[src/rtl/neuron_step_scheduler.sv]
// neuron_step_scheduler
// Time-multiplexes one pipelined neuron core across N_NEURONS neurons.
// Owns the per-neuron v/w state memory. Each step issues one neuron per
// cycle to the core and tracks in-flight neurons with a tag pipeline. It
// writes the core results back to memory and reports threshold-crossing
// spikes.
//
// Build option: define NEURON_SPIKE_RESET_EN to make a spiking writeback
// store v = V_INIT and w = core_w_out + W_JUMP instead of the raw core
// outputs. Spike reporting is the same in both builds.
module neuron_step_scheduler #(
  parameter int             N_NEURONS = 16,
  parameter int             ADDR_W    = 4,
  parameter int             W         = 16,
  parameter int             CORE_LAT  = 4,
  parameter logic [W-1:0]   V_INIT    = 16'hECE1,
  parameter logic [W-1:0]   W_INIT    = 16'hF600,
  parameter logic [W-1:0]   SPIKE_TH  = 16'h1000,
  parameter logic [W-1:0]   W_JUMP    = 16'h0200
) (
  input  logic              clk,
  input  logic              rst,
  input  logic              start,
  output logic              busy,
  output logic              done,
  output logic [ADDR_W-1:0] i_addr,
  input  logic [W-1:0]      i_data,
  output logic [W-1:0]      core_i,
  output logic [W-1:0]      core_v,
  output logic [W-1:0]      core_w,
  input  logic [W-1:0]      core_v_out,
  input  logic [W-1:0]      core_w_out,
  output logic              spike_valid,
  output logic [ADDR_W-1:0] spike_id,
  input  logic [ADDR_W-1:0] rd_addr,
  output logic [W-1:0]      rd_v,
  output logic [W-1:0]      rd_w
);

`ifdef NEURON_SPIKE_RESET_EN
  localparam bit SPIKE_RESET_EN = 1'b1;
`else
  localparam bit SPIKE_RESET_EN = 1'b0;
`endif

  localparam logic [ADDR_W-1:0] LAST_IDX = ADDR_W'(N_NEURONS - 1);

  typedef enum logic [1:0] {
    ST_IDLE  = 2'd0,
    ST_ISSUE = 2'd1,
    ST_DRAIN = 2'd2
  } state_t;

  // One in-flight neuron: which memory slot it returns to and the membrane
  // value it had when issued (needed for the rising-crossing spike test).
  typedef struct packed {
    logic              valid;
    logic [ADDR_W-1:0] addr;
    logic [W-1:0]      old_v;
  } tag_t;

  // ------------------------------------------------------------------
  // State
  // ------------------------------------------------------------------
  state_t              r_state;
  state_t              w_next_state;
  logic [ADDR_W-1:0]   r_idx;
  tag_t                r_tag [0:CORE_LAT];
  logic [W-1:0]        r_mem_v [N_NEURONS];
  logic [W-1:0]        r_mem_w [N_NEURONS];

  logic                r_busy;
  logic                r_done;
  logic                r_spike_valid;
  logic [ADDR_W-1:0]   r_spike_id;
  logic [W-1:0]        r_core_i;
  logic [W-1:0]        r_core_v;
  logic [W-1:0]        r_core_w;
  logic [W-1:0]        r_rd_v;
  logic [W-1:0]        r_rd_w;

  // ------------------------------------------------------------------
  // Decode
  // ------------------------------------------------------------------
  logic                w_issue;
  logic                w_last_issue;
  logic                w_wb;
  logic                w_pending;
  logic                w_final_wb;
  logic                w_spike;
  tag_t                w_wb_tag;
  logic [W-1:0]        w_wb_v;
  logic [W-1:0]        w_wb_w;
  logic [W-1:0]        w_issue_v;
  logic [W-1:0]        w_issue_w;

  assign w_issue      = (r_state == ST_ISSUE);
  assign w_last_issue = w_issue && (r_idx == LAST_IDX);
  assign w_issue_v    = r_mem_v[r_idx];
  assign w_issue_w    = r_mem_w[r_idx];
  assign w_wb_tag     = r_tag[CORE_LAT];
  assign w_wb         = w_wb_tag.valid;

  // Any neuron still in flight behind the one at the writeback stage.
  always_comb begin
    // NOTE: every always_comb output gets a default first so no path can infer a latch.
    w_pending = 1'b0;
    for (int t = 0; t < CORE_LAT; t++) begin
      w_pending = w_pending | r_tag[t].valid;
    end
  end

  // The step ends on the edge that retires the last in-flight neuron.
  assign w_final_wb = (r_state == ST_DRAIN) && w_wb && !w_pending;

  // ------------------------------------------------------------------
  // FSM
  // ------------------------------------------------------------------
  // State register.
  always_ff @(posedge clk or posedge rst) begin
    // NOTE: sequential state uses non-blocking assignments so every flop samples pre-edge values.
    if (rst) begin
      r_state <= ST_IDLE;
    end else begin
      r_state <= w_next_state;
    end
  end

  // Next-state logic; start is only honoured in IDLE.
  always_comb begin
    w_next_state = r_state;
    unique case (r_state)
      ST_IDLE:  if (start)        w_next_state = ST_ISSUE;
      ST_ISSUE: if (w_last_issue) w_next_state = ST_DRAIN;
      ST_DRAIN: if (w_final_wb)   w_next_state = ST_IDLE;
      default:                    w_next_state = ST_IDLE;
    endcase
  end

  // Status flags: busy mirrors "not heading to IDLE", done marks the final writeback.
  always_ff @(posedge clk or posedge rst) begin
    if (rst) begin
      r_busy <= 1'b0;
      r_done <= 1'b0;
    end else begin
      r_busy <= (w_next_state != ST_IDLE);
      r_done <= w_final_wb;
    end
  end

  // ------------------------------------------------------------------
  // Issue side
  // ------------------------------------------------------------------
  // Issue index walks 0..N_NEURONS-1 once per step and parks at 0.
  always_ff @(posedge clk or posedge rst) begin
    if (rst) begin
      r_idx <= '0;
    end else if (w_issue) begin
      r_idx <= w_last_issue ? '0 : r_idx + ADDR_W'(1);
    end
  end

  // The current buffer is addressed directly by the issue index.
  assign i_addr = w_issue ? r_idx : '0;

  // Core input registers load on issue edges and hold otherwise.
  always_ff @(posedge clk or posedge rst) begin
    if (rst) begin
      r_core_i <= '0;
      r_core_v <= '0;
      r_core_w <= '0;
    end else if (w_issue) begin
      r_core_i <= i_data;
      r_core_v <= w_issue_v;
      r_core_w <= w_issue_w;
    end
  end

  // Tag pipeline: one stage per cycle of core latency plus the input register.
  always_ff @(posedge clk or posedge rst) begin
    if (rst) begin
      for (int t = 0; t <= CORE_LAT; t++) begin
        r_tag[t] <= '0;
      end
    end else begin
      r_tag[0] <= w_issue ? '{valid: 1'b1, addr: r_idx, old_v: w_issue_v} : '0;
      for (int t = 1; t <= CORE_LAT; t++) begin
        r_tag[t] <= r_tag[t-1];
      end
    end
  end

  // ------------------------------------------------------------------
  // Writeback side
  // ------------------------------------------------------------------
  // Spike = rising crossing of the threshold (signed); optional post-spike reset.
  always_comb begin
    w_spike = ($signed(core_v_out) >= $signed(SPIKE_TH)) &&
              ($signed(w_wb_tag.old_v) < $signed(SPIKE_TH));
    w_wb_v  = core_v_out;
    w_wb_w  = core_w_out;
    if (SPIKE_RESET_EN && w_spike) begin
      w_wb_v = V_INIT;
      w_wb_w = core_w_out + W_JUMP;
    end
  end

  // State memory: reset to the resting point, written by the retiring tag.
  always_ff @(posedge clk or posedge rst) begin
    // NOTE: the state memory is reset on purpose; every neuron must restart at V_INIT/W_INIT, so it is built from flops rather than a RAM macro.
    if (rst) begin
      for (int n = 0; n < N_NEURONS; n++) begin
        r_mem_v[n] <= V_INIT;
        r_mem_w[n] <= W_INIT;
      end
    end else if (w_wb) begin
      r_mem_v[w_wb_tag.addr] <= w_wb_v;
      r_mem_w[w_wb_tag.addr] <= w_wb_w;
    end
  end

  // Spike report: pulse on the writeback edge, id holds its last value.
  always_ff @(posedge clk or posedge rst) begin
    if (rst) begin
      r_spike_valid <= 1'b0;
      r_spike_id    <= '0;
    end else begin
      r_spike_valid <= w_wb && w_spike;
      if (w_wb && w_spike) begin
        r_spike_id <= w_wb_tag.addr;
      end
    end
  end

  // Host readback: one-cycle registered read, usable at any time.
  always_ff @(posedge clk or posedge rst) begin
    if (rst) begin
      r_rd_v <= V_INIT;
      r_rd_w <= W_INIT;
    end else begin
      r_rd_v <= r_mem_v[rd_addr];
      r_rd_w <= r_mem_w[rd_addr];
    end
  end

  // ------------------------------------------------------------------
  // Outputs
  // ------------------------------------------------------------------
  assign busy        = r_busy;
  assign done        = r_done;
  assign core_i      = r_core_i;
  assign core_v      = r_core_v;
  assign core_w      = r_core_w;
  assign spike_valid = r_spike_valid;
  assign spike_id    = r_spike_id;
  assign rd_v        = r_rd_v;
  assign rd_w        = r_rd_w;

endmodule

[config.mk]
export PLATFORM = sky130hd
export DESIGN_NAME = neuron_step_scheduler
export DESIGN_NICKNAME = d
export VERILOG_FILES = /design/src/rtl/neuron_step_scheduler.sv
export SDC_FILE = /design/constraint.sdc
export NUM_CORES = 1
export LEC_CHECK = 0
export CORE_MARGIN = 2
export CORE_UTILIZATION = 31
export DETAILED_ROUTE_END_ITERATION = 8
export PLACE_DENSITY = 0.57
export SYNTH_ARGS = -nofsm -noshare
export SYNTH_HDL_FRONTEND = slang
export SYNTH_SLANG_ARGS = --single-unit
[constraint.sdc]
create_clock -name clk -period 35.4 [get_ports clk]
set_clock_uncertainty 0.15 [all_clocks]
set_input_delay 8.85 -clock clk [delete_from_list [all_inputs] [get_ports clk]]
set_output_delay 8.85 -clock clk [all_outputs]
set_load 0.03 [all_outputs]
==> results.ini, run 1 <==
[status]
outcome = finished, final reports clean

[floorplanning]
die_area_um2 = 104700
die_h_um = 323.6
ios = 146
core_um2 = 101600
rows = 117
initial_core_util_pct = 31.18
die_width_um = 323.6

[min_path]
min_delay_path_depth = 0
hold_path.class = reg -> reg

[layout]
drive_above_1_share_pct = 50.20
n_fill_cell = 9622
regArea_um2 = 16590
areaGrowthSynthToFinish_pct = 15.66
nets = 2247
multi_input_area_um2 = 14280
mostFrequentLayoutCell = mux2_2
layout_common_cells = mux2_2 (518), dfrtp_1 (394), dfstp_2 (255)
fin_cells = 3620

[cts]
htreeDepth = 3
tritoncts_num_sinks = 650
clk_pin_slew_ps = 60
ctsHoldBuffers = 0
clockBufferDepth = 3
cts.repair.resized = 0
cts-root-buf = clkbuf_16
cts_tree = built
cts_buffers = 72
insertion_delay_ps = 610
postCtsSetupBuffers = 0

[route]
post_drt_via_cell_ratio = 5.295
drt_iter0_drc = 1163
route.detailed.drc = 0
num_vias = 19170
firstDrtPassIters = 5
ant_nets = 0
wirelength_um = 89910
wire_per_inst_um = 24.84

[worst_setup_path]
worstRegToRegCells = 5
cp.required_ps = 26400
crit_type = reg -> out
crit_arrival_ps = 4050
r2r_slack_ps = 32060
critPathLaunchType = flip-flop
cp-end-kind = output port
critPathMaxFanout = 67

[timing]
hold_viol_final = 0
rsz0062_at_grt = no
drv_slew = 0
whs_ps = 197.0
finalCriticalPeriod_ps = 13050
slew_headroom_pct = 16.28
fin_crit_sh_pct = 36.85
tns_ps = 0
max_freq_mhz = 76.65
worst_slew_pin_slew_ps = 1256
setup_viol = 0

[placed_design]
portBuffers = 145
hpwl_um = 47190
gp_congestion = 0.7443
dp_cells = 3485

[logic_synthesis]
synthesis.area_um2 = 31670
syn_area_per_cell_um2 = 14.86
syn_inst = 2132
seq_area_frac_synth_pct = 52.36
syn_nets = 2188
yosysWarningCount = 0
ys_seq_elements = 650
synth_cell_types = 39

[run]
maxCapViolCount = 0

[global_route]
grt_start_max_net_pins = 183
groute.usage.overall_pct = 17.20
grt_pass1_vias = 20730
grt_overflow = 0
antenna_found_initial = 6
grt_pass1_wl_um = 134400

[pwr]
power_per_cell_area_nw_per_um2 = 102.9
ir_drop_uv = 61.11
power.leakage_nw = 14.66

## routing by layer
layer  wire [um]  vias up  track usage, %  part of all wire (%)
li1            -     8123               -                     -
met2       43050      519           28.04                    48
met3        4982      170           3.190                   5.5
met5          28        -               0                 0.031
met4        2822        4           6.636                   3.1
met1       39030    10350           22.74                    43
## logic make-up after synthesis
group,Yosys count,synth area share (%)
adder cells (fa/ha/maj),1,0.03950
flip-flops,650,52.36
multiplexers,912,38.17
AO/OA/AOI/OAI,115,2.579
buffers and inverters,195,3.061
AND/OR/NAND/NOR,258,3.765
XOR/XNOR,1,0.02766
## sequential cells by signal, indices dropped and copies added (netlist names), 2 cells and up
signal    count
core_i       16
core_v       16
core_w       16
r_idx         4
r_mem_v     256
r_mem_w     256
r_state       2
r_tag        44
rd_v         16
rd_w         16
spike_id      4
## layout make-up
cell class	instances	share of cell area, %
Clock inverter	23	0.4235
Multi-Input combinational cell	1287	38.99
Antenna cell	3	0.02049
Inverter	5	0.07172
Sequential cell	650	45.28
Clock buffer	109	5.881
Timing Repair Buffer	175	4.665
Tap cell	1368	4.672
## Yosys cell counts, drive strengths merged
cell type    n  area [um2]
inv          5       18.77
nand3       49       245.2
nand4       23       143.9
xnor2        1       8.760
o31ai        6       45.04
and2b        1       7.510
dfrtp      395        9884
mux2i      202        2022
a22oi       70       525.5
a211oi       6       45.04
clkbuf      70       262.8
nor3b        6       65.06
or3b         1       8.760
a221oi       4       35.03
nor2        15       56.30
nor3         4       20.02
a311oi       1       8.760
buf        120       688.2
nand2b       8       50.05
a21o         1       7.510
nand2      140       525.5
nand3b       1       7.510
mux2       526        5923
ha           1       12.51
o21ai       14       70.06
a21oi        1       5.000
nor2b        2       12.51
and2         5       31.28
mux4       184        4144
dfstp      255        6700
o22ai       12       75.07
or2          2       12.51
nor4         1       6.260
## stage by stage
stage / cell area (um2) / setup slack, ps / power, mW / util, %
after global routing: 36640 / 22130 / 3.979 / 36.06
after floorplan: 31670 / 8609 / 2.548 / -
after CTS: 36630 / 22280 / 3.798 / 36.05
after global placement: 34320 / 23010 / 3.008 / 33.78
after detailed placement: 34320 / 22930 / 3.051 / 33.78
final: 36640 / 22350 / 3.770 / 36.06
## where the power goes
group          internal [mW]  leakage, nW  switching, mW
logic                  0.786         6.08          0.743
clock network          0.428         1.15          0.301
registers               1.23         7.43          0.285
## critical path, stage by stage (launching register included)
cell	delay (ps)
dfrtp_1	420
nand2b_4	150
buf_4	840
inv_1	640
and2_1	350
buf_4	310
clkdlybuf4s50_1	680
## final timing paths
check | startpoint | endpoint
hold reg to reg | r_tag[98] | r_tag[77]
setup reg to reg | r_idx[0] | core_v[15]
max in group asynchronous | rst | r_idx[0]
hold / removal | r_tag[98] | r_tag[77]
min in group asynchronous | rst | core_w[4]
setup / recovery | r_state[1] | i_addr[3]
Note: power is estimated with default switching activity, not from simulation.
==> run 2: changes to the inputs <==
==> constraint.sdc (replaced) <==
create_clock -name clk -period 12.2 [get_ports clk]
set_clock_uncertainty 0.15 [all_clocks]
set_input_delay 3.05 -clock clk [delete_from_list [all_inputs] [get_ports clk]]
set_output_delay 3.05 -clock clk [all_outputs]
set_load 0.03 [all_outputs]
==> run 2 against run 1 <==
Compared with the run above: clock-buffer cell count increased by 7; total power increased to 2.9 times the previous value; global-route usage decreased by 0.070 points; die area unchanged; flip-flop and latch count unchanged; hold slack got worse by 3.7 ps; worst setup slack got worse by 17000 ps; clock power increased to 3.1 times the previous value; sequential share of layout area decreased by 0.17 points; non-clock buffer count increased by 5; critical path type unchanged; largest power group is now sequential cells; highest routed layer unchanged.
==> results.ini, run 2 (synthesis results as in run 1) <==
[pwr]
clkPwrFrac_pct = 20.3  ; was 19.3%
p_switching_mw = 3.833  ; was 1.329 mW
power_per_cell_area_nw_per_um2 = 299.6  ; was 102.9 nW/um2
pwr-share-seq_pct = 40.0  ; was 40.1%
intPower_mw = 7.185  ; was 2.441 mW
power.leakage_nw = 14.72  ; was 14.66 nW
ir_drop_uv = 118.7  ; was 61.11 uV
combinationalPowerShare_pct = 39.8  ; was 40.6%
power_mw = 11.02  ; was 3.770 mW
p_sw_share_pct = 34.78  ; was 35.26%

[global_route]
grt_pass1_wl_um = 134600  ; was 134,400 um
grt_start_max_net_pins = 149  ; was 183
antenna_found_initial = 7  ; was 6
groute.usage.overall_pct = 17.13  ; was 17.20%
grt_pass1_vias = 20640  ; was 20.73k
grt_overflow = 0  ; unchanged

[timing]
max_freq_mhz = 138.3
rsz0062_at_grt = no  ; unchanged
worst_slew_pin_slew_ps = 1043  ; was 1256 ps
hold_viol_final = 0  ; unchanged
drv_slew = 0  ; unchanged
setup_viol = 0  ; unchanged
fin_crit_sh_pct = 59.25
tns_ps = 0  ; unchanged
slew_headroom_pct = 30.48  ; was 16.28%
finalCriticalPeriod_ps = 7229

[floorplanning]
die_h_um = 323.6  ; unchanged
initial_core_util_pct = 31.18  ; unchanged
die_width_um = 323.6  ; unchanged
rows = 117  ; unchanged
die_area_um2 = 104700  ; unchanged
core_um2 = 101600  ; unchanged
ios = 146  ; unchanged

[worst_setup_path]
crit_family = buffers and inverters  ; unchanged
crit_buf_inv = 3  ; was 4
critPathMaxFanout = 67  ; unchanged
critPathLaunchType = flip-flop  ; unchanged
cp.required_ps = 9000  ; was 26,400 ps
crit_type = reg -> out  ; unchanged
crit_arrival_ps = 4030  ; was 4050 ps
slowest_stage = clkdlybuf4s50_1  ; was buf_4
cpPeakStageDelay_ps = 810  ; was 840 ps
crit_chain = nand2b_4 -> inv_1 -> and2_1 -> buf_4 -> clkdlybuf4s50_1  ; was nand2b_4 -> buf_4 -> inv_1 -> and2_1 -> buf_4 -> clkdlybuf4s50_1
cp-end-kind = output port  ; unchanged

[route]
drt_iter0_drc = 1345  ; was 1,163
post_drt_via_cell_ratio = 5.282  ; was 5.295
firstDrtPassIters = 5  ; unchanged
wire_per_inst_um = 24.49  ; was 24.84 um
num_vias = 19150  ; was 19.17k
ant_nets = 0  ; unchanged
wirelength_um = 88770  ; was 89,910 um
route.detailed.drc = 0  ; unchanged

[cts]
postCtsSetupBuffers = 0  ; unchanged
cts_buffers = 74  ; was 72
insertion_delay_ps = 610  ; about the same
clk_pin_slew_ps = 60  ; about the same
cts.repair.resized = 0  ; unchanged
tritoncts_num_sinks = 650  ; unchanged
htreeDepth = 3  ; unchanged
cts_tree = built  ; unchanged
ctsHoldBuffers = 0  ; unchanged
cts-root-buf = clkbuf_16  ; unchanged
clockBufferDepth = 3  ; unchanged

[placed_design]
portBuffers = 145  ; unchanged
gp_congestion = 0.7586  ; was 0.7443
hpwl_um = 47780  ; was 47,190 um

[run]
maxCapViolCount = 0  ; unchanged

[layout]
n_fill_cell = 9602  ; was 9,622
regArea_um2 = 16590  ; unchanged
layout_common_cells = mux2_2 (518), dfrtp_1 (394), dfstp_2 (255)  ; unchanged
drive_above_1_share_pct = 50.24  ; was 50.20%
multi_input_area_um2 = 14270  ; was 14,280 um2
utilization_pct = 36.19  ; was 36.06%
mostFrequentLayoutCell = mux2_2  ; unchanged
top_regs = r_mem_v x256, r_mem_w x256, r_tag x44  ; unchanged
areaGrowthSynthToFinish_pct = 16.09  ; was 15.66%
nets = 2254  ; was 2,247
diodes = 0  ; was 3

[status]
outcome = finished, final reports clean  ; unchanged

[min_path]
hold_path.class = reg -> reg  ; unchanged

## run 2: worst paths after layout
check / cells after the start / startpoint / slack, ps / to
hold reg to reg: 0 / r_tag[79] / 190 / r_tag[58]
setup reg to reg: 6 / r_idx[0] / 8480 / core_w[10]
min in group asynchronous: 3 / rst / 2840 / core_w[3]
setup / recovery: 5 / r_state[1] / 4970 / i_addr[3]
max in group asynchronous: 5 / rst / 6660 / core_v[1]
hold / removal: 0 / r_tag[79] / 190 / r_tag[58]
## run 2: per-stage QoR
stage | hold slack [ps] | instances | setup WS [ps] | cell area [um2]
3_3_place_gp | 182.5 | 3490 | 5544 | 34320
4_1_cts | 195.2 | 3625 | 4860 | 36770
2_1_floorplan | 181.2 | 2132 | 325.6 | 31680
5_1_grt | 206.5 | 3625 | 4723 | 36770
3_5_place_dp | 185.8 | 3490 | 5526 | 34320
6_report | 193.2 | 3625 | 4971 | 36770
## run 2: area by class of cell
cell class | instances | share of cell area [%]
sequential | 650 | 45.11
inverter | 5 | 0.06125
timing repair buffer | 180 | 4.682
tap | 1368 | 4.655
clock inverter | 19 | 0.6533
clock buffer | 116 | 6.016
multi-input combinational | 1287 | 38.82
## run 2: routing by layer
metal | routed length [um] | vias up | GRT usage, %
li1 | - | 8134 | -
met1 | 38090 | 10350 | 22.57
met2 | 43800 | 481 | 28.82
met3 | 4199 | 171 | 2.847
met4 | 2630 | 8 | 5.391
met5 | 52 | - | 0
## run 2: power groups by stage
stage          clock (mW)  combinational [mW]  sequential (mW)
6_report             2.23                4.38             4.40
5_1_grt              2.38                4.70             4.55
4_1_cts              2.30                4.43             4.40
3_5_place_dp            0                4.41             4.42
3_3_place_gp            0                4.32             4.39
2_1_floorplan           0                3.06             4.33
==> run 3: changes to the inputs <==
==> constraint.sdc (replaced) <==
create_clock -name clk -period 7.1 [get_ports clk]
set_clock_uncertainty 0.15 [all_clocks]
set_input_delay 1.775 -clock clk [delete_from_list [all_inputs] [get_ports clk]]
set_output_delay 1.775 -clock clk [all_outputs]
set_load 0.03 [all_outputs]
==> run 3 against run 2 <==
Compared with the run above: via count up 0.30%; final cell count grew 0.19%; wire length up 2.2%; critical path type unchanged.
==> results.ini, run 3 (synthesis results as in run 1) <==
[status]
outcome = finished, final reports clean  ; unchanged

[timing]
postLayoutSetupSlackWorst_ps = 2178  ; was 4971 ps
slew_headroom_pct = 24.29  ; was 30.48%
hold_viol_final = 0  ; unchanged
setup_viol = 0  ; unchanged
finalCriticalPeriod_ps = 4922
fin_crit_sh_pct = 69.33
tns_ps = 0  ; unchanged
drv_slew = 0  ; unchanged
worst_slew_pin_slew_ps = 1134  ; was 1043 ps
max_freq_mhz = 203.2
rsz0062_at_grt = no  ; unchanged

[route]
wirelength_um = 90730  ; was 88,770 um
post_drt_via_cell_ratio = 5.287  ; was 5.282
route.detailed.drc = 0  ; unchanged
wire_per_inst_um = 24.98  ; was 24.49 um
firstDrtPassIters = 5  ; unchanged
num_vias = 19200  ; was 19.15k
drt_iter0_drc = 1246  ; was 1,345
ant_nets = 0  ; unchanged

[placed_design]
gp_congestion = 0.7582  ; was 0.7586
portBuffers = 145  ; unchanged
dp_slack_ps = 2645  ; was 5526 ps
hpwl_um = 49570  ; was 47,780 um
dp_cells = 3492  ; was 3,490

[worst_setup_path]
slowest_stage = clkdlybuf4s50_1  ; unchanged
cpPeakStageDelay_ps = 760  ; was 810 ps
cp.required_ps = 5180  ; was 9000 ps
reg2reg_from = r_idx[0]  ; unchanged
crit_arrival_ps = 3000  ; was 4030 ps
startpoint = r_state[1]  ; unchanged
crit_chain = nand2b_4 -> inv_1 -> and2_1 -> clkdlybuf4s50_1  ; was nand2b_4 -> inv_1 -> and2_1 -> buf_4 -> clkdlybuf4s50_1
critPathLaunchType = flip-flop  ; unchanged
cp-end-kind = output port  ; unchanged
critPathMaxFanout = 23  ; was 67
r2r-end = core_v[15]  ; was core_w[10]
setup.worst_path.end = i_addr[3]  ; unchanged
r2r_slack_ps = 3420  ; was 8480 ps
crit_type = reg -> out  ; unchanged
worstRegToRegCells = 5  ; was 6

[layout]
regArea_um2 = 16590  ; unchanged
n_fill_cell = 9628  ; was 9,602
top_regs = r_mem_v x256, r_mem_w x256, r_tag x44  ; unchanged
utilization_pct = 36.29  ; was 36.19%
drive_above_1_share_pct = 50.15  ; was 50.24%
areaGrowthSynthToFinish_pct = 16.41  ; was 16.09%
layout_common_cells = mux2_2 (518), dfrtp_1 (394), dfstp_2 (255)  ; unchanged
fin_cells = 3632  ; was 3,625
multi_input_area_um2 = 14270  ; unchanged
mostFrequentLayoutCell = mux2_2  ; unchanged
nets = 2257  ; was 2,254

[floorplanning]
die_h_um = 323.6  ; unchanged
rows = 117  ; unchanged
die_width_um = 323.6  ; unchanged
core_um2 = 101600  ; unchanged
ios = 146  ; unchanged
initial_core_util_pct = 31.18  ; unchanged
die_area_um2 = 104700  ; unchanged

[pwr]
power.leakage_nw = 14.75  ; was 14.72 nW
ir_drop_uv = 252.5  ; was 118.7 uV
power_per_cell_area_nw_per_um2 = 516.5  ; was 299.6 nW/um2
power_mw = 19.05  ; was 11.02 mW

[cts]
clockBufferDepth = 3  ; unchanged
cts.repair.resized = 0  ; unchanged
cts_buffers = 75  ; was 74
insertion_delay_ps = 620  ; was 610 ps
postCtsSetupBuffers = 0  ; unchanged
clk_pin_slew_ps = 60  ; about the same
tritoncts_num_sinks = 650  ; unchanged
ctsHoldBuffers = 0  ; unchanged
cts-root-buf = clkbuf_16  ; unchanged
cts_tree = built  ; unchanged
htreeDepth = 3  ; unchanged

[global_route]
grt_start_max_net_pins = 140  ; was 149
grt_overflow = 0  ; unchanged
groute.usage.overall_pct = 17.45  ; was 17.13%
grt_pass1_wl_um = 136600  ; was 134,600 um
antenna_found_initial = 5  ; was 7
grt_pass1_vias = 20700  ; was 20.64k

[run]
maxCapViolCount = 0  ; unchanged

[min_path]
min_from = r_tag[57]  ; was r_tag[79]
hold_path.class = reg -> reg  ; unchanged

-- run 3: changes by cell type in the layout (fill, tap and decap cells not counted), moves of 2 or more --
cell      before  now
buf_12         1    5
inv_16         0    2
buf_4         34   32
clkinv_2      10    7
inv_6          1    3
clkbuf_8      17   13
clkbuf_1      24   29
-- run 3: layout make-up --
class	instances	share of cell area [%]
multi-input cells	1287	38.72
diodes	1	0.006787
inverters	5	0.06108
clock buffers	118	5.969
repair buffers	182	4.846
clock inverters	21	0.7669
well taps	1368	4.642
flip-flops and latches	650	44.99
-- run 3: per-layer routing --
metal  part of all wire [%]  vias up  GRT usage (%)  wire length [um]
met5                  0.044        -              0                40
met2                     49      476          28.93             44240
li1                       -     8158              -                 -
met1                     43    10400          22.92             39410
met4                    3.3        6          6.245              3000
met3                    4.4      169          3.122              4037
-- run 3: critical path, delay by kind of cell, from the launching register on --
| family | cells | cell delay [ps] |
|---|---|---|
| buffers and inverters | 2 | 1330 |
| AND/OR/NAND/NOR | 2 | 620 |
| flip-flops | 1 | 430 |
-- run 3: how the worst min path moves through the flow --
stage | endpoint | slack [ps] | cells past startpoint
4_1_cts | r_tag[36] | 190 | 0
5_1_grt | r_tag[36] | 200 | 0
6_report | r_tag[36] | 190 | 0
2_1_floorplan | r_tag[12] | 180 | 0
3_5_place_dp | r_tag[17] | 180 | 0
3_3_place_gp | r_tag[77] | 180 | 0
-- run 3: power breakdown --
group          switching, mW  total (mW)  leakage (nW)  internal [mW]
Sequential              1.49        7.60          7.43           6.11
Combinational           3.61        7.53          6.11           3.91
Clock                   1.59        3.92          1.21           2.33
-- run 3: through the flow --
stage	hold slack (ps)	cell area [um2]
detailed placement	184.7	34380
global route	197.6	36870
CTS	187.1	36870
global placement	183.2	34380
finish	189.1	36870
floorplan	181.2	31680
